$ cat src/rtl/i2s_tx_dac_pkg.sv
// Shared types for the I2S DAC output stage: sample width, slot select encoding
// and the transmitter FSM states.
package i2s_tx_dac_pkg;

   localparam int SAMPLE_W = 16;

   typedef enum logic {
      SLOT_L = 1'b0,
      SLOT_R = 1'b1
   } i2s_slot_e;

   typedef enum logic {
      TX_IDLE = 1'b0,
      TX_RUN  = 1'b1
   } tx_state_e;

endpackage

$ cat src/rtl/i2s_tx_dac_if.sv
// Sample input strobe, I2S pins and status flags of the DAC output stage.
// in_valid is a one-cycle strobe with no ready: a sample is offered once and is
// either stored or dropped (raising overflow) on that same clk edge.
interface i2s_tx_dac_if #(
   parameter int DATA_W = 16,
   parameter int LVL_W  = 3
);
   logic [DATA_W-1:0] in_sample;
   logic              in_valid;
   logic              sck;
   logic              ws;
   logic              sd;
   logic              underrun;
   logic              overflow;
   logic [LVL_W-1:0]  fifo_level;

   modport master (
      output in_sample, in_valid,
      input  sck, ws, sd, underrun, overflow, fifo_level
   );

   modport slave (
      input  in_sample, in_valid,
      output sck, ws, sd, underrun, overflow, fifo_level
   );
endinterface

$ cat src/rtl/i2s_tx_dac_fifo.sv
// Small synchronous first-word-fall-through FIFO; a push into a full FIFO is
// accepted when a pop happens on the same edge.
module sync_fifo #(
   parameter int WIDTH = 16,
   parameter int DEPTH = 4
) (
   input  logic                     clk,
   input  logic                     rst,
   input  logic                     wr_en,
   input  logic [WIDTH-1:0]         wr_data,
   input  logic                     rd_en,
   output logic [WIDTH-1:0]         rd_data,
   output logic                     full,
   output logic                     empty,
   output logic [$clog2(DEPTH):0]   level
);
   localparam int AW = $clog2(DEPTH);
   localparam int LW = AW + 1;

   logic [WIDTH-1:0] mem_q [DEPTH];
   logic [WIDTH-1:0] mem_d [DEPTH];
   logic [AW-1:0]    wr_ptr_q, wr_ptr_d;
   logic [AW-1:0]    rd_ptr_q, rd_ptr_d;
   logic [LW-1:0]    level_q, level_d;
   logic             do_wr, do_rd;

   assign full    = (level_q == LW'(DEPTH));
   assign empty   = (level_q == '0);
   assign level   = level_q;
   assign rd_data = mem_q[rd_ptr_q];

   assign do_rd = rd_en & ~empty;
   assign do_wr = wr_en & (~full | do_rd);

   always_comb begin
      mem_d    = mem_q;
      wr_ptr_d = wr_ptr_q;
      rd_ptr_d = rd_ptr_q;
      level_d  = level_q;
      if (do_wr) begin
         mem_d[wr_ptr_q] = wr_data;
         wr_ptr_d        = wr_ptr_q + AW'(1);
      end
      if (do_rd) begin
         rd_ptr_d = rd_ptr_q + AW'(1);
      end
      case ({do_wr, do_rd})
         2'b10:   level_d = level_q + LW'(1);
         2'b01:   level_d = level_q - LW'(1);
         default: level_d = level_q;
      endcase
   end

   always_ff @(posedge clk) begin
      if (rst) begin
         mem_q    <= '{default: '0};
         wr_ptr_q <= '0;
         rd_ptr_q <= '0;
         level_q  <= '0;
      end else begin
         mem_q    <= mem_d;
         wr_ptr_q <= wr_ptr_d;
         rd_ptr_q <= rd_ptr_d;
         level_q  <= level_d;
      end
   end

endmodule

$ cat src/rtl/i2s_tx_dac.sv
// I2S master transmitter: buffers mono samples in a FIFO and serialises each one
// onto both the left and right slots, repeating the last sample on underrun.
module i2s_tx_dac
   import i2s_tx_dac_pkg::*;
#(
   parameter int DATA_W     = SAMPLE_W,
   parameter int SLOT_W     = 16,
   parameter int SCK_DIV    = 8,
   parameter int FIFO_DEPTH = 4
) (
   input  logic        clk,
   input  logic        rst,
   i2s_tx_dac_if.slave bus,
   output tx_state_e   dbg_state
);
   localparam int LVL_W = $clog2(FIFO_DEPTH) + 1;
   localparam int DIV_W = $clog2(SCK_DIV);
   localparam int K_W   = $clog2(2 * SLOT_W);
   localparam int IDX_W = $clog2(DATA_W);

   tx_state_e         state_q, state_d;
   logic [DIV_W-1:0]  div_q, div_d;
   logic              sck_q, sck_d;
   logic [K_W-1:0]    k_q, k_d;
   logic              started_q, started_d;
   logic [DATA_W-1:0] frame_q, frame_d;
   logic [DATA_W-1:0] hold_q, hold_d;
   logic              sd_q, sd_d;
   i2s_slot_e         ws_q, ws_d;
   logic              underrun_q, underrun_d;
   logic              overflow_q, overflow_d;

   logic [K_W-1:0]    slot_pos;
   logic              pop;
   logic [DATA_W-1:0] fifo_rd_data;
   logic              fifo_full;
   logic              fifo_empty;
   logic [LVL_W-1:0]  fifo_level;

   sync_fifo #(
      .WIDTH (DATA_W),
      .DEPTH (FIFO_DEPTH)
   ) u_fifo (
      .clk     (clk),
      .rst     (rst),
      .wr_en   (bus.in_valid),
      .wr_data (bus.in_sample),
      .rd_en   (pop),
      .rd_data (fifo_rd_data),
      .full    (fifo_full),
      .empty   (fifo_empty),
      .level   (fifo_level)
   );

   always_comb begin
      state_d    = state_q;
      div_d      = div_q;
      sck_d      = sck_q;
      k_d        = k_q;
      started_d  = started_q;
      frame_d    = frame_q;
      hold_d     = hold_q;
      sd_d       = sd_q;
      ws_d       = ws_q;
      underrun_d = 1'b0;
      pop        = 1'b0;
      slot_pos   = '0;

      case (state_q)
         TX_IDLE: begin
            div_d     = '0;
            sck_d     = 1'b0;
            k_d       = '0;
            started_d = 1'b0;
            sd_d      = 1'b0;
            ws_d      = SLOT_L;
            if (fifo_level != '0) begin
               state_d = TX_RUN;
            end
         end
         TX_RUN: begin
            if (div_q == DIV_W'(SCK_DIV - 1)) begin
               // sck falling edge: advance the bit counter; the very first edge after IDLE lands on k=0
               div_d     = '0;
               sck_d     = 1'b0;
               started_d = 1'b1;
               k_d       = (!started_q || k_q == K_W'(2 * SLOT_W - 1)) ? '0 : k_q + K_W'(1);
               if (k_d == '0) begin
                  if (!fifo_empty) begin
                     pop     = 1'b1;
                     frame_d = fifo_rd_data;
                     hold_d  = fifo_rd_data;
                  end else begin
                     frame_d    = hold_q;
                     underrun_d = 1'b1;
                  end
               end
               slot_pos = (k_d < K_W'(SLOT_W)) ? k_d : k_d - K_W'(SLOT_W);
               sd_d     = (slot_pos < K_W'(DATA_W)) ?
                          frame_d[IDX_W'(K_W'(DATA_W - 1) - slot_pos)] : 1'b0;
               // ws leads the slot by one bit, as standard I2S framing expects
               ws_d     = (k_d >= K_W'(SLOT_W - 1) && k_d <= K_W'(2 * SLOT_W - 2)) ? SLOT_R : SLOT_L;
            end else begin
               div_d = div_q + DIV_W'(1);
               if (div_d == DIV_W'(SCK_DIV / 2)) begin
                  sck_d = 1'b1;
               end
            end
         end
         default: state_d = TX_IDLE;
      endcase

      overflow_d = overflow_q | (bus.in_valid & fifo_full & ~pop);
   end

   always_ff @(posedge clk) begin
      if (rst) begin
         state_q    <= TX_IDLE;
         div_q      <= '0;
         sck_q      <= 1'b0;
         k_q        <= '0;
         started_q  <= 1'b0;
         frame_q    <= '0;
         hold_q     <= '0;
         sd_q       <= 1'b0;
         ws_q       <= SLOT_L;
         underrun_q <= 1'b0;
         overflow_q <= 1'b0;
      end else begin
         state_q    <= state_d;
         div_q      <= div_d;
         sck_q      <= sck_d;
         k_q        <= k_d;
         started_q  <= started_d;
         frame_q    <= frame_d;
         hold_q     <= hold_d;
         sd_q       <= sd_d;
         ws_q       <= ws_d;
         underrun_q <= underrun_d;
         overflow_q <= overflow_d;
      end
   end

   assign bus.sck        = sck_q;
   assign bus.ws         = ws_q;
   assign bus.sd         = sd_q;
   assign bus.underrun   = underrun_q;
   assign bus.overflow   = overflow_q;
   assign bus.fifo_level = fifo_level;
   assign dbg_state      = state_q;

endmodule
$ cat src/flat_wrapper.sv
// flat-port wrapper written by rule: the top's interface ports become plain ports
module i2s_tx_dac_flat import i2s_tx_dac_pkg::*;
#(
   parameter int DATA_W     = SAMPLE_W,
   parameter int SLOT_W     = 16,
   parameter int SCK_DIV    = 8,
   parameter int FIFO_DEPTH = 4
)
  (clk, rst, dbg_state, bus_in_sample, bus_in_valid, bus_sck, bus_ws, bus_sd, bus_underrun, bus_overflow, bus_fifo_level);
  i2s_tx_dac_if #(.DATA_W(DATA_W)) bus_i ();
  input  logic clk;
  input  logic rst;
  output tx_state_e dbg_state;
  input wire logic [$bits(bus_i.in_sample)-1:0] bus_in_sample;
  input wire logic [$bits(bus_i.in_valid)-1:0] bus_in_valid;
  output wire logic [$bits(bus_i.sck)-1:0] bus_sck;
  output wire logic [$bits(bus_i.ws)-1:0] bus_ws;
  output wire logic [$bits(bus_i.sd)-1:0] bus_sd;
  output wire logic [$bits(bus_i.underrun)-1:0] bus_underrun;
  output wire logic [$bits(bus_i.overflow)-1:0] bus_overflow;
  output wire logic [$bits(bus_i.fifo_level)-1:0] bus_fifo_level;
  assign bus_i.in_sample = bus_in_sample;
  assign bus_i.in_valid = bus_in_valid;
  assign bus_sck = bus_i.sck;
  assign bus_ws = bus_i.ws;
  assign bus_sd = bus_i.sd;
  assign bus_underrun = bus_i.underrun;
  assign bus_overflow = bus_i.overflow;
  assign bus_fifo_level = bus_i.fifo_level;
  i2s_tx_dac #(.DATA_W(DATA_W), .SLOT_W(SLOT_W), .SCK_DIV(SCK_DIV), .FIFO_DEPTH(FIFO_DEPTH)) u_core (.clk(clk), .rst(rst), .bus(bus_i), .dbg_state(dbg_state));
endmodule
$ cat config.mk
export PLATFORM = sky130hd
export DESIGN_NAME = i2s_tx_dac_flat
export DESIGN_NICKNAME = d
export VERILOG_FILES = /design/src/rtl/i2s_tx_dac_pkg.sv /design/src/rtl/i2s_tx_dac_if.sv /design/src/rtl/i2s_tx_dac_fifo.sv /design/src/rtl/i2s_tx_dac.sv /design/src/flat_wrapper.sv
export SDC_FILE = /design/constraint.sdc
export NUM_CORES = 1
export LEC_CHECK = 0
export ABC_AREA = 1
export CAP_MARGIN = 20
export CORE_ASPECT_RATIO = 1.2
export CORE_MARGIN = 5
export CORE_UTILIZATION = 65
export CTS_CLUSTER_DIAMETER = 150
export DETAILED_ROUTE_END_ITERATION = 8
export GPL_ROUTABILITY_DRIVEN = 1
export GPL_TIMING_DRIVEN = 0
export MAX_ROUTING_LAYER = met4
export PLACE_DENSITY = 0.85
export SYNTH_ARGS = -nofsm -noshare
export SYNTH_HDL_FRONTEND = slang
export SYNTH_HIERARCHICAL = 1
export SYNTH_SLANG_ARGS = --single-unit
export TNS_END_PERCENT = 30
$ cat constraint.sdc
create_clock -name clk -period 8.8 [get_ports clk]
set_input_delay 1.76 -clock clk [delete_from_list [all_inputs] [get_ports clk]]
set_output_delay 1.76 -clock clk [all_outputs]
set_load 0.02 [all_outputs]
Yosys cells after proc, flatten, opt, wreduce, memory -nomap -nowiden. Index checks and enable logic that the tools add are counted.

Add/subtract/negate cells: 8. $lt $le $gt $ge: 8. Equality and inequality tests: 8. Muxes and demuxes: 37. Bitwise logic cells: 14. Reduce and logical (&&, ||, !) cells: 11.

Operators by type and width (count): 16-bit 2-to-1 mux (7); 64-bit bitwise mux (1); 16-bit binary-select mux with 2-bit select (1); 16-bit demux with 2-bit select (1); 1-bit 2-to-1 mux (15); 5-bit 2-to-1 mux (3); 3-bit case mux with 2 select lines (2); 5-bit < comparator (second input constant) (2); 5-bit case mux with 2 select lines (1); 3-bit equality test (second input constant) (3); 1-bit case mux with 2 select lines (4); 3-bit by 1-bit adder with 3-bit output (second input constant) (2); 3-bit greater-or-equal comparator (second input constant) (2); 1-bit inverter (6); 2-bit inverter with 3-bit output (2); 5-bit by 1-bit adder with 5-bit output (second input constant) (1); 5-bit equality test (second input constant) (1); 5-bit by 4-bit greater-or-equal comparator with 1-bit output (second input constant) (1); 5-bit less-or-equal comparator (second input constant) (1); 5-bit logical NOT (1); 4-bit by 5-bit < comparator with 1-bit output (second input constant) (1); 5-bit subtractor (second input constant) (1); 2-bit by 1-bit adder with 2-bit output (second input constant) (2); 1-bit bitwise AND (4); 19 further kinds (21).

Register bits: 118. Input port bits: 19. Output and inout bits: 9. Word-level logic and storage cells: 104.

Depth between registers and ports, before layout. Gate-level depths: netlist (run 1).

Depth in word-level cells: 13. Depth in mapped cells: 25. Mapped depth without buffers: 23.

By module. The synthesis (run 1) kept the hierarchy.

By module, submodules not included: sync_fifo (instances 1, cells an instance 648, area an instance 4013.8 µm², sequential area each 1421.4 µm²); i2s_tx_dac (instances 1, cells an instance 311, area an instance 2249.7 µm², sequential area each 940.9 µm²).

Worst setup path after synthesis (run 1). No wires, ideal clock.

Path kind: register to register. Start: reg u_core.k_q[0]. End: reg u_core.u_fifo.level_q[2] (netlist: u_core/u_fifo/level[2]). Setup time: 113 ps. Data arrival time: 3323 ps. Data required time: 8687 ps. Slack: 5364 ps. Cell stages (with the launch flop): 26. Path buffers: 2. Clock period less this slack: 3436 ps. Cell sequence: dfxtp_1 ha_1 nand2_2 nor2_1 ha_1 nor2_4 nand2_1 nand2_1 nor2_8 nand2_8 nor2_8 inv_2 buf_2 nor2_1 inv_1 nand3_2 buf_6 nand2_1 ha_1 inv_1 fa_1 or2_2 nand2_1 nand2_1 nand2_1 nor2_1.

Word-level cells in the longest chain between the ends: 12. Elaborated cells on any way between the ends: 15. Classes of those cells: add/sub (1); eq/ne (3); mux (5); bitwise (3); reduce/logical (3).

Ends and longest elaborated chain: from (decl) (RTL line i2s_tx_dac.sv:24) `logic [K_W-1:0] k_q, k_d;`; from (signal assigned) (RTL line i2s_tx_dac.sv:133) `k_q <= k_d;`; parallel branches: the longest is 2 deep, another holds 5-bit by 1-bit adder with 5-bit output; 5-bit 2-to-1 mux (*) (RTL line i2s_tx_dac.sv:87) `k_d = (!started_q || k_q == K_W'(2 * SLOT_W - 1)) ? '0 : k_q + K_W'(1);`; 5-bit logical NOT (*) (RTL line i2s_tx_dac.sv:88) `if (k_d == '0) begin`; 1-bit 2-to-1 mux (*) (RTL line i2s_tx_dac.sv:88); 1-bit 2-to-1 mux (*) (RTL line i2s_tx_dac.sv:82) `if (div_q == DIV_W'(SCK_DIV - 1)) begin`; 1-bit 2-to-1 mux (*) (RTL line i2s_tx_dac.sv:69) `case (state_q)`; named net u_core.pop (RTL line i2s_tx_dac.sv:34) `logic pop;`; 1-bit bitwise AND (*) (RTL line i2s_tx_dac_fifo.sv:32) `assign do_rd = rd_en & ~empty;`; 1-bit bitwise OR (RTL line i2s_tx_dac_fifo.sv:33) `assign do_wr = wr_en & (~full | do_rd);`; 1-bit bitwise AND (RTL line i2s_tx_dac_fifo.sv:33); 2-bit by 1-bit equality test with 1-bit output or 2-bit equality test (tied branches) (RTL line i2s_tx_dac_fifo.sv:47) `case ({do_wr, do_rd})`; 3-bit case mux with 2 select lines or 2-bit nonzero test (tied branches); to (signal assigned) (RTL line i2s_tx_dac_fifo.sv:64) `level_q <= level_d;`; to (decl) (RTL line i2s_tx_dac_fifo.sv:24) `logic [LW-1:0] level_q, level_d;`.

Mark *: on every way through the listed nets, which the timed path passes. A chain may end at the register's enable or synchronous reset.

Worst setup path in the final report (run 1). Ends and elaborated chain as after synthesis.

==> impl_metrics.xml, run 1 <==
<?xml version="1.0" encoding="UTF-8"?>
<metrics>
  <group name="sta">
    <metric name="finalHoldViolCount" unit="">0</metric>
    <metric name="min_period_over_period" unit="%">45.72</metric>
    <metric name="worst_clock_skew" unit="ps">8.309</metric>
    <metric name="relSlewSlack" unit="%">63.11</metric>
    <metric name="setup-violations-final" unit="">0</metric>
    <metric name="post_route_setup_slack" unit="ps">4777</metric>
    <metric name="fin_crit" unit="ps">4023</metric>
    <metric name="grt_setup_unrepaired" unit="">false</metric>
    <metric name="worst_pin_slew" unit="ps">553.4</metric>
    <metric name="timing.fmax" unit="MHz">248.6</metric>
    <metric name="timing.setup.tns" unit="ps">0</metric>
    <metric name="timing.final.max_slew_violations" unit="">0</metric>
    <metric name="worst_hold_slack" unit="ps">429.3</metric>
  </group>
  <group name="worst_setup_path">
    <metric name="cp_common_cell" unit="">sky130_fd_sc_hd__nand2_1</metric>
    <metric name="worstSetupStartpointType" unit="">register</metric>
    <metric name="worst-endpoint-arrival" unit="ps">4340</metric>
    <metric name="crit_path_max_incr_delay" unit="ps">370</metric>
    <metric name="path_max_fanout" unit="">10</metric>
    <metric name="critical_path_class" unit="">register to register</metric>
    <metric name="required" unit="ps">9120</metric>
    <metric name="crit_end_element" unit="">register</metric>
    <metric name="timing.critical_path.slowest_stage_cell" unit="">sky130_fd_sc_hd__fa_1</metric>
  </group>
  <group name="global_route">
    <metric name="met1_usage" unit="%">31.39</metric>
    <metric name="grt_pass1_wl" unit="um">27100</metric>
    <metric name="grt_overflow" unit="">0</metric>
    <metric name="grt.met3_usage" unit="%">6.698</metric>
    <metric name="grt_start_max_net_pins" unit="">17</metric>
    <metric name="grt-busiest-layer" unit="">met2</metric>
    <metric name="first_global_vias" unit="">5857</metric>
    <metric name="grt_use_met2" unit="%">51.09</metric>
    <metric name="antenna_found_initial" unit="">0</metric>
    <metric name="globalRouteTotalUtil" unit="%">29.64</metric>
  </group>
  <group name="placement">
    <metric name="finalWeightedCongestion" unit="">0.8980</metric>
    <metric name="number_of_port_buffers" unit="">27</metric>
    <metric name="dpl.hpwl" unit="um">11740</metric>
    <metric name="placedInstanceArea" unit="um^2">6688</metric>
    <metric name="dpl_worst_slack" unit="ps">4851</metric>
  </group>
  <group name="finish">
    <metric name="most_common_library_cell_in_the_layout_ignoring_fill_and_taps" unit="">sky130_fd_sc_hd__nand2_1</metric>
    <metric name="filler_cell_count" unit="">739</metric>
    <metric name="final_nets" unit="">1035</metric>
    <metric name="drive_above_1_share" unit="%">8.448</metric>
    <metric name="num_antenna_cells" unit="">0</metric>
    <metric name="commonest_non_fill_non_tap_cells_in_the_layout" unit="">262 x sky130_fd_sc_hd__nand2_1, 174 x sky130_fd_sc_hd__inv_1, 118 x sky130_fd_sc_hd__dfxtp_1, 91 x sky130_fd_sc_hd__a21oi_1, 85 x sky130_fd_sc_hd__nor2_1</metric>
    <metric name="seqCellArea" unit="um^2">2362</metric>
    <metric name="final_core_util" unit="%">77.23</metric>
    <metric name="syn2layout_area_growth" unit="%">16.72</metric>
    <metric name="multiInputGateArea" unit="um^2">2902</metric>
    <metric name="final_area" unit="um^2">7311</metric>
  </group>
  <group name="hold_path">
    <metric name="hold_path.class" unit="">register to register</metric>
  </group>
  <group name="power">
    <metric name="clkPwrFrac" unit="%">49.9</metric>
    <metric name="leak_pwr" unit="nW">3.404</metric>
    <metric name="vdd.ir_drop.worst" unit="uV">152.5</metric>
    <metric name="p_sw" unit="W">0.0003633</metric>
    <metric name="power.share.switching" unit="%">24.90</metric>
    <metric name="internal_power" unit="W">0.001096</metric>
    <metric name="seqPwrFrac" unit="%">38.9</metric>
    <metric name="pwr_density_cell" unit="nW/um^2">199.6</metric>
    <metric name="share_comb_of_total_power" unit="%">11.2</metric>
  </group>
  <group name="clock_network">
    <metric name="cts_hold_buffers" unit="">0</metric>
    <metric name="cts_tree" unit="">yes</metric>
    <metric name="cts_max_level" unit="">4</metric>
    <metric name="clock-sinks" unit="">118</metric>
    <metric name="postCtsSetupRepairBufs" unit="">0</metric>
    <metric name="cts_root_buffer" unit="">sky130_fd_sc_hd__clkbuf_16</metric>
    <metric name="clock_tree.buffer_depth" unit="">2</metric>
    <metric name="clkLatencyLatePin" unit="ps">420</metric>
    <metric name="cts-resized-gates" unit="">0</metric>
    <metric name="cts_inserted_buffers" unit="">17</metric>
    <metric name="reg_clk_slew_reported_paths" unit="ps">60</metric>
  </group>
  <group name="synth">
    <metric name="synth-seq-area-share" unit="%">37.71</metric>
    <metric name="yosysUniqueCellTypes" unit="">32</metric>
    <metric name="synthTopCellsByArea" unit="">sky130_fd_sc_hd__dfxtp_1 38%, sky130_fd_sc_hd__nand2_1 16%, sky130_fd_sc_hd__inv_1 10%, sky130_fd_sc_hd__a21oi_1 7.3%, sky130_fd_sc_hd__nand4_1 6.5%</metric>
    <metric name="synth_cells" unit="">959</metric>
    <metric name="netlist_area" unit="um^2">6264</metric>
    <metric name="synth-warning-count" unit="">6</metric>
    <metric name="synth.ff_latch_count" unit="">118</metric>
    <metric name="average_cell_area_after_synthesis" unit="um^2">6.531</metric>
    <metric name="mappedNetlistNets" unit="">989</metric>
    <metric name="synth.top_cell.area_share" unit="%">37.71</metric>
    <metric name="yosys.area.top_type" unit="">sky130_fd_sc_hd__dfxtp_1</metric>
  </group>
  <group name="floorplanning">
    <metric name="placementRows" unit="">39</metric>
    <metric name="ios" unit="">28</metric>
    <metric name="die_w" unit="um">99.61</metric>
    <metric name="total_die_area" unit="um^2">11710</metric>
    <metric name="floorplan.die.height" unit="um">117.5</metric>
    <metric name="initial_core_utilization" unit="%">66.16</metric>
    <metric name="floorplan.core_area" unit="um^2">9467</metric>
  </group>
  <group name="run">
    <metric name="maxCapViolations" unit="">0</metric>
  </group>
  <group name="detailed_routing">
    <metric name="detail_route.wirelength" unit="um">16310</metric>
    <metric name="avgViaCountPerCell" unit="">5.336</metric>
    <metric name="post-route-drc-count" unit="">0</metric>
    <metric name="num_vias" unit="">6088</metric>
    <metric name="drt_pre_antenna_iters" unit="">6</metric>
    <metric name="post_drt_wl_per_cell" unit="um">14.29</metric>
    <metric name="dr.first_iter.drc_count" unit="">501</metric>
    <metric name="drtAntennaViolNets" unit="">0</metric>
  </group>
  <group name="run_status">
    <metric name="run_status" unit="">finished, final reports clean</metric>
  </group>
</metrics>
==> Yosys cell counts <==
| cell | n |
|---|---|
| sky130_fd_sc_hd__nand3_1 | 29 |
| sky130_fd_sc_hd__nor2_1 | 85 |
| sky130_fd_sc_hd__clkinv_1 | 1 |
| sky130_fd_sc_hd__o211ai_1 | 9 |
| sky130_fd_sc_hd__or2_1 | 1 |
| sky130_fd_sc_hd__o21ai_0 | 22 |
| sky130_fd_sc_hd__or2_2 | 9 |
| sky130_fd_sc_hd__nand2_8 | 1 |
| sky130_fd_sc_hd__buf_4 | 2 |
| sky130_fd_sc_hd__ha_1 | 10 |
| sky130_fd_sc_hd__nand3_2 | 3 |
| sky130_fd_sc_hd__nor2_2 | 1 |
| sky130_fd_sc_hd__mux2i_1 | 1 |
| sky130_fd_sc_hd__buf_6 | 11 |
| sky130_fd_sc_hd__nor2_4 | 1 |
| sky130_fd_sc_hd__fa_1 | 1 |
| sky130_fd_sc_hd__nor4_2 | 1 |
| sky130_fd_sc_hd__nand2_4 | 1 |
| sky130_fd_sc_hd__nand2_1 | 262 |
| sky130_fd_sc_hd__nor3_1 | 4 |
| sky130_fd_sc_hd__dfxtp_1 | 118 |
| sky130_fd_sc_hd__buf_2 | 19 |
| sky130_fd_sc_hd__inv_1 | 174 |
| sky130_fd_sc_hd__clkbuf_1 | 23 |
| sky130_fd_sc_hd__buf_1 | 3 |
| sky130_fd_sc_hd__xor2_1 | 2 |
| sky130_fd_sc_hd__nand4_1 | 65 |
| sky130_fd_sc_hd__nand2_2 | 2 |
| sky130_fd_sc_hd__inv_2 | 3 |
| sky130_fd_sc_hd__nor2_8 | 2 |
| sky130_fd_sc_hd__a22oi_1 | 2 |
| sky130_fd_sc_hd__a21oi_1 | 91 |
==> power by group through the flow <==
stage          logic [W]  registers, W  clock network [W]
6_report        0.000163      0.000568           0.000728
5_1_grt         0.000185      0.000570           0.000760
4_1_cts         0.000160      0.000567           0.000734
3_5_place_dp    0.000157      0.000579                  0
3_3_place_gp    0.000154      0.000578                  0
2_1_floorplan   0.000112      0.000578                  0
==> state kept, by name, indices dropped and copies added (netlist names) <==
signal,cells
u_core/u_fifo/mem_q,64
u_core/frame_q,16
u_core/hold_q,16
u_core/k_q,5
u_core/div_q,3
u_core/u_fifo/level,3
u_core/u_fifo/rd_ptr_q,2
u_core/u_fifo/wr_ptr_q,2
u_core/bus.overflow,1
u_core/bus.sck,1
u_core/bus.sd,1
u_core/bus.underrun,1
u_core/bus.ws,1
u_core/dbg_state,1
u_core/started_q,1
==> kinds of logic (layout without fill, tap and decap cells) <==
group	Yosys count	in the layout	synth area share (%)
and+or+nand+nor	467	467	33.22
buffers and inverters	236	295	15.96
AOI/OAI and AO/OA	124	124	10.35
DFF	118	118	37.71
adders and majority gates	11	11	2.317
xor gates and xnor gates	2	2	0.2797
muxes	1	1	0.1598
==> stage by stage <==
stage	power, W	cells
global route	0.001514	1141
global placement	0.0007321	1109
detailed placement	0.0007362	1109
floorplan	0.0006903	959
CTS	0.001462	1141
finish	0.001459	1141
==> per-layer routing <==
layer / wire length (um) / share of wire, %
met1: 6224 / 38
met2: 8316 / 51
met3: 1109 / 6.8
met4: 656 / 4.0
met5: 0 / 0
==> worst paths after layout <==
kind / endpoint / from / depth (start not counted) / slack, ps
hold reg to reg: u_core/div_q[0] / u_core/div_q[0] / 1 / 430
setup / recovery: u_core/u_fifo/level[2] / u_core/k_q[0] / 25 / 4780
hold / removal: u_core/div_q[0] / u_core/div_q[0] / 1 / 430
setup reg to reg: u_core/u_fifo/level[2] / u_core/k_q[0] / 25 / 4780
==> layout make-up <==
| type | count | share of cell area, % |
|---|---|---|
| buffer | 58 | 4.535 |
| clock buffer | 20 | 6.110 |
| clock inverter | 12 | 2.413 |
| inverter | 178 | 9.139 |
| multi-input combinational | 605 | 39.69 |
| sequential | 118 | 32.31 |
| tap | 123 | 2.105 |
| timing repair buffer | 27 | 3.697 |
==> critical path: cells and delay by family (launching register included) <==
family                   cells  cell delay (ps)
AND/OR/NAND/NOR             16             1790
adder cells (fa/ha/maj)      4              970
buffers and inverters        5              790
flip-flops                   1              350
(Power assumes the default switching activity.)
==> inputs of run 2 (changes only) <==
- CORE_UTILIZATION: 65 -> 61
- PLACE_DENSITY: 0.85 -> 0.8
- clock period: 8.8 -> 3.8 ns (I/O delays scaled with it)
==> run 2 against run 1 <==
Setup slack got worse by 4600 ps. Worst hold slack lost 8.4 ps. Global-route usage is 2.4 points lower. Fmax rose by 11%. Sequential share of layout area is 0.061 points higher. Power is 120% higher. Count of clock-buffer cells in the layout decreased by 1. Clock skew is 0.62 ps higher. Largest cell class unchanged. Non-clock buffer count fell by 1.
==> impl_metrics.xml, run 2 (same netlist as run 1, synthesis figures left out) <==
<?xml version="1.0" encoding="UTF-8"?>
<metrics>
  <group name="detailed_routing">
    <metric name="dr.first_iter.drc_count" unit="">407</metric>
    <metric name="num_vias" unit="">6032</metric>
    <metric name="drtAntennaViolNets" unit="">0</metric>
    <metric name="detail_route.wirelength" unit="um">16170</metric>
    <metric name="post-route-drc-count" unit="">0</metric>
    <metric name="avgViaCountPerCell" unit="">5.277</metric>
    <metric name="post_drt_wl_per_cell" unit="um">14.14</metric>
    <metric name="drt_pre_antenna_iters" unit="">5</metric>
  </group>
  <group name="sta">
    <metric name="timing.fmax" unit="MHz">276.2</metric>
    <metric name="timing.final.max_slew_violations" unit="">0</metric>
    <metric name="relSlewSlack" unit="%">62.81</metric>
    <metric name="setup-violations-final" unit="">0</metric>
    <metric name="min_period_over_period" unit="%">95.29</metric>
    <metric name="worst_clock_skew" unit="ps">8.926</metric>
    <metric name="fin_crit" unit="ps">3621</metric>
    <metric name="worst_pin_slew" unit="ps">557.9</metric>
    <metric name="worst_hold_slack" unit="ps">420.9</metric>
    <metric name="finalHoldViolCount" unit="">0</metric>
  </group>
  <group name="worst_setup_path">
    <metric name="path_max_fanout" unit="">18</metric>
    <metric name="worstSetupStartpointType" unit="">register</metric>
    <metric name="worst-endpoint-arrival" unit="ps">3920</metric>
    <metric name="crit_end_element" unit="">register</metric>
    <metric name="required" unit="ps">4100</metric>
    <metric name="critical_path_class" unit="">register to register</metric>
  </group>
  <group name="floorplanning">
    <metric name="total_die_area" unit="um^2">12400</metric>
    <metric name="ios" unit="">28</metric>
    <metric name="floorplan.core_area" unit="um^2">10010</metric>
    <metric name="floorplan.die.height" unit="um">121</metric>
    <metric name="die_w" unit="um">102.5</metric>
    <metric name="initial_core_utilization" unit="%">62.57</metric>
    <metric name="placementRows" unit="">40</metric>
  </group>
  <group name="hold_path">
    <metric name="hold_path.class" unit="">register to register</metric>
  </group>
  <group name="clock_network">
    <metric name="postCtsSetupRepairBufs" unit="">0</metric>
    <metric name="clkLatencyLatePin" unit="ps">410</metric>
    <metric name="cts_max_level" unit="">4</metric>
    <metric name="clock_tree.buffer_depth" unit="">2</metric>
    <metric name="cts_root_buffer" unit="">sky130_fd_sc_hd__clkbuf_16</metric>
    <metric name="clock-sinks" unit="">118</metric>
    <metric name="reg_clk_slew_reported_paths" unit="ps">60</metric>
    <metric name="cts_hold_buffers" unit="">0</metric>
    <metric name="cts_tree" unit="">yes</metric>
    <metric name="cts_inserted_buffers" unit="">17</metric>
  </group>
  <group name="power">
    <metric name="leak_pwr" unit="nW">3.408</metric>
    <metric name="pwr_density_cell" unit="nW/um^2">441.6</metric>
    <metric name="vdd.ir_drop.worst" unit="uV">359.1</metric>
  </group>
  <group name="finish">
    <metric name="syn2layout_area_growth" unit="%">16.56</metric>
    <metric name="num_antenna_cells" unit="">0</metric>
    <metric name="largest_register" unit="">u_core/u_fifo/mem_q</metric>
    <metric name="largest_register_ff_count" unit="">64</metric>
    <metric name="top_regs" unit="">u_core/u_fifo/mem_q x64, u_core/frame_q x16, u_core/hold_q x16</metric>
    <metric name="final_area" unit="um^2">7301</metric>
    <metric name="most_common_library_cell_in_the_layout_ignoring_fill_and_taps" unit="">sky130_fd_sc_hd__nand2_1</metric>
    <metric name="drive_above_1_share" unit="%">8.850</metric>
    <metric name="final_nets" unit="">1034</metric>
    <metric name="commonest_non_fill_non_tap_cells_in_the_layout" unit="">258 x sky130_fd_sc_hd__nand2_1, 174 x sky130_fd_sc_hd__inv_1, 117 x sky130_fd_sc_hd__dfxtp_1, 91 x sky130_fd_sc_hd__a21oi_1, 85 x sky130_fd_sc_hd__nor2_1</metric>
  </group>
  <group name="global_route">
    <metric name="first_global_vias" unit="">5597</metric>
    <metric name="grt_overflow" unit="">0</metric>
    <metric name="grt_pass1_wl" unit="um">25920</metric>
    <metric name="globalRouteTotalUtil" unit="%">27.27</metric>
    <metric name="antenna_found_initial" unit="">0</metric>
    <metric name="grt_start_max_net_pins" unit="">19</metric>
  </group>
  <group name="placement">
    <metric name="finalWeightedCongestion" unit="">0.9561</metric>
    <metric name="placedInstanceArea" unit="um^2">6691</metric>
    <metric name="dpl.hpwl" unit="um">11550</metric>
    <metric name="number_of_port_buffers" unit="">27</metric>
  </group>
  <group name="run_status">
    <metric name="run_status" unit="">finished, final reports clean</metric>
  </group>
  <group name="run">
    <metric name="maxCapViolations" unit="">0</metric>
  </group>
</metrics>
==> run 2: cell count changes in the layout (fill, tap and decap cells not counted), sizes merged <==
cell / change
clkbuf: -1
clkinvlp: -2
bufinv: -2
clkinv: +7
buf: -1
inv: -2
==> run 2: critical path: stages, from the launching register on <==
cell and delay [ps]:
sky130_fd_sc_hd__dfxtp_2 340, sky130_fd_sc_hd__ha_1 220, sky130_fd_sc_hd__nand2_2 100, sky130_fd_sc_hd__nor2_1 50
sky130_fd_sc_hd__ha_1 200, sky130_fd_sc_hd__nor2_4 220, sky130_fd_sc_hd__nand3_4 160, sky130_fd_sc_hd__nand2_4 120
sky130_fd_sc_hd__nor2_8 60, sky130_fd_sc_hd__nand2_8 100, sky130_fd_sc_hd__nor2_8 70, sky130_fd_sc_hd__clkinv_8 100
sky130_fd_sc_hd__nor2_1 70, sky130_fd_sc_hd__inv_1 130, sky130_fd_sc_hd__nand3_4 130, sky130_fd_sc_hd__buf_8 180
sky130_fd_sc_hd__nand2_2 110, sky130_fd_sc_hd__ha_1 150, sky130_fd_sc_hd__inv_1 60, sky130_fd_sc_hd__fa_1 380
sky130_fd_sc_hd__or2_2 300, sky130_fd_sc_hd__nand2_1 90, sky130_fd_sc_hd__nand2_1 60, sky130_fd_sc_hd__nand2_1 60
sky130_fd_sc_hd__nor2_1 50
==> run 2: cell type report <==
cell class,instances,area (um^2)
plain buffers,57,330.3
clock buffers,19,432.9
clock inverters,13,133.9
fillers,857,2709
inverters,178,680.7
multi-input cells,605,2932
flip-flops and latches,118,2364
well taps,126,157.7
repair buffers,27,270.3
==> run 2: per-stage QoR <==
stage / setup TNS, ps / power, W / util, % / setup slack, ps / instances
3_5_place_dp: -181.6 / 0.001702 / 66.85 / -181.6 / 1112
2_1_floorplan: 0 / 0.001598 / - / 364.2 / 959
6_report: 0 / 0.003224 / 72.94 / 178.9 / 1143
4_1_cts: 0 / 0.003224 / 72.49 / 47.89 / 1143
3_3_place_gp: -135.7 / 0.001697 / 66.85 / -135.7 / 1112
5_1_grt: -12.22 / 0.003347 / 72.94 / -12.22 / 1143
==> run 2: power by group <==
| group | total (W) | leakage, nW | internal [W] | switching, W |
|---|---|---|---|---|
| clock network | 0.00153 | 0.284 | 0.000961 | 0.000574 |
| logic | 0.000375 | 2.16 | 0.000136 | 0.000238 |
| registers | 0.00131 | 0.960 | 0.00129 | 0.0000261 |
==> run 2: layer usage <==
metal  part of all wire, %  vias to the layer above  GRT usage (%)
met3                   5.6                       54          5.290
met4                   3.3                        0          11.48
met2                    52                      214          48.34
met5                     0                        -              -
met1                    40                     2679          29.16
li1                      -                     3085              -
==> run 2: timing repair <==
action                                  in CTS  in global routing
endpoints found under the setup margin       1                  2
gates resized for setup                      1                 12
pin swaps                                    0                  2
==> run 2: path summary, 6_finish.rpt <==
path / startpoint / end / slack [ps] / cells past startpoint
setup / recovery: u_core/k_q[0] / u_core/u_fifo/level[2] / 180 / 24
hold / removal: u_core/div_q[0] / u_core/div_q[0] / 420 / 1
setup reg to reg: u_core/k_q[0] / u_core/u_fifo/level[2] / 180 / 24
hold reg to reg: u_core/div_q[0] / u_core/div_q[0] / 420 / 1
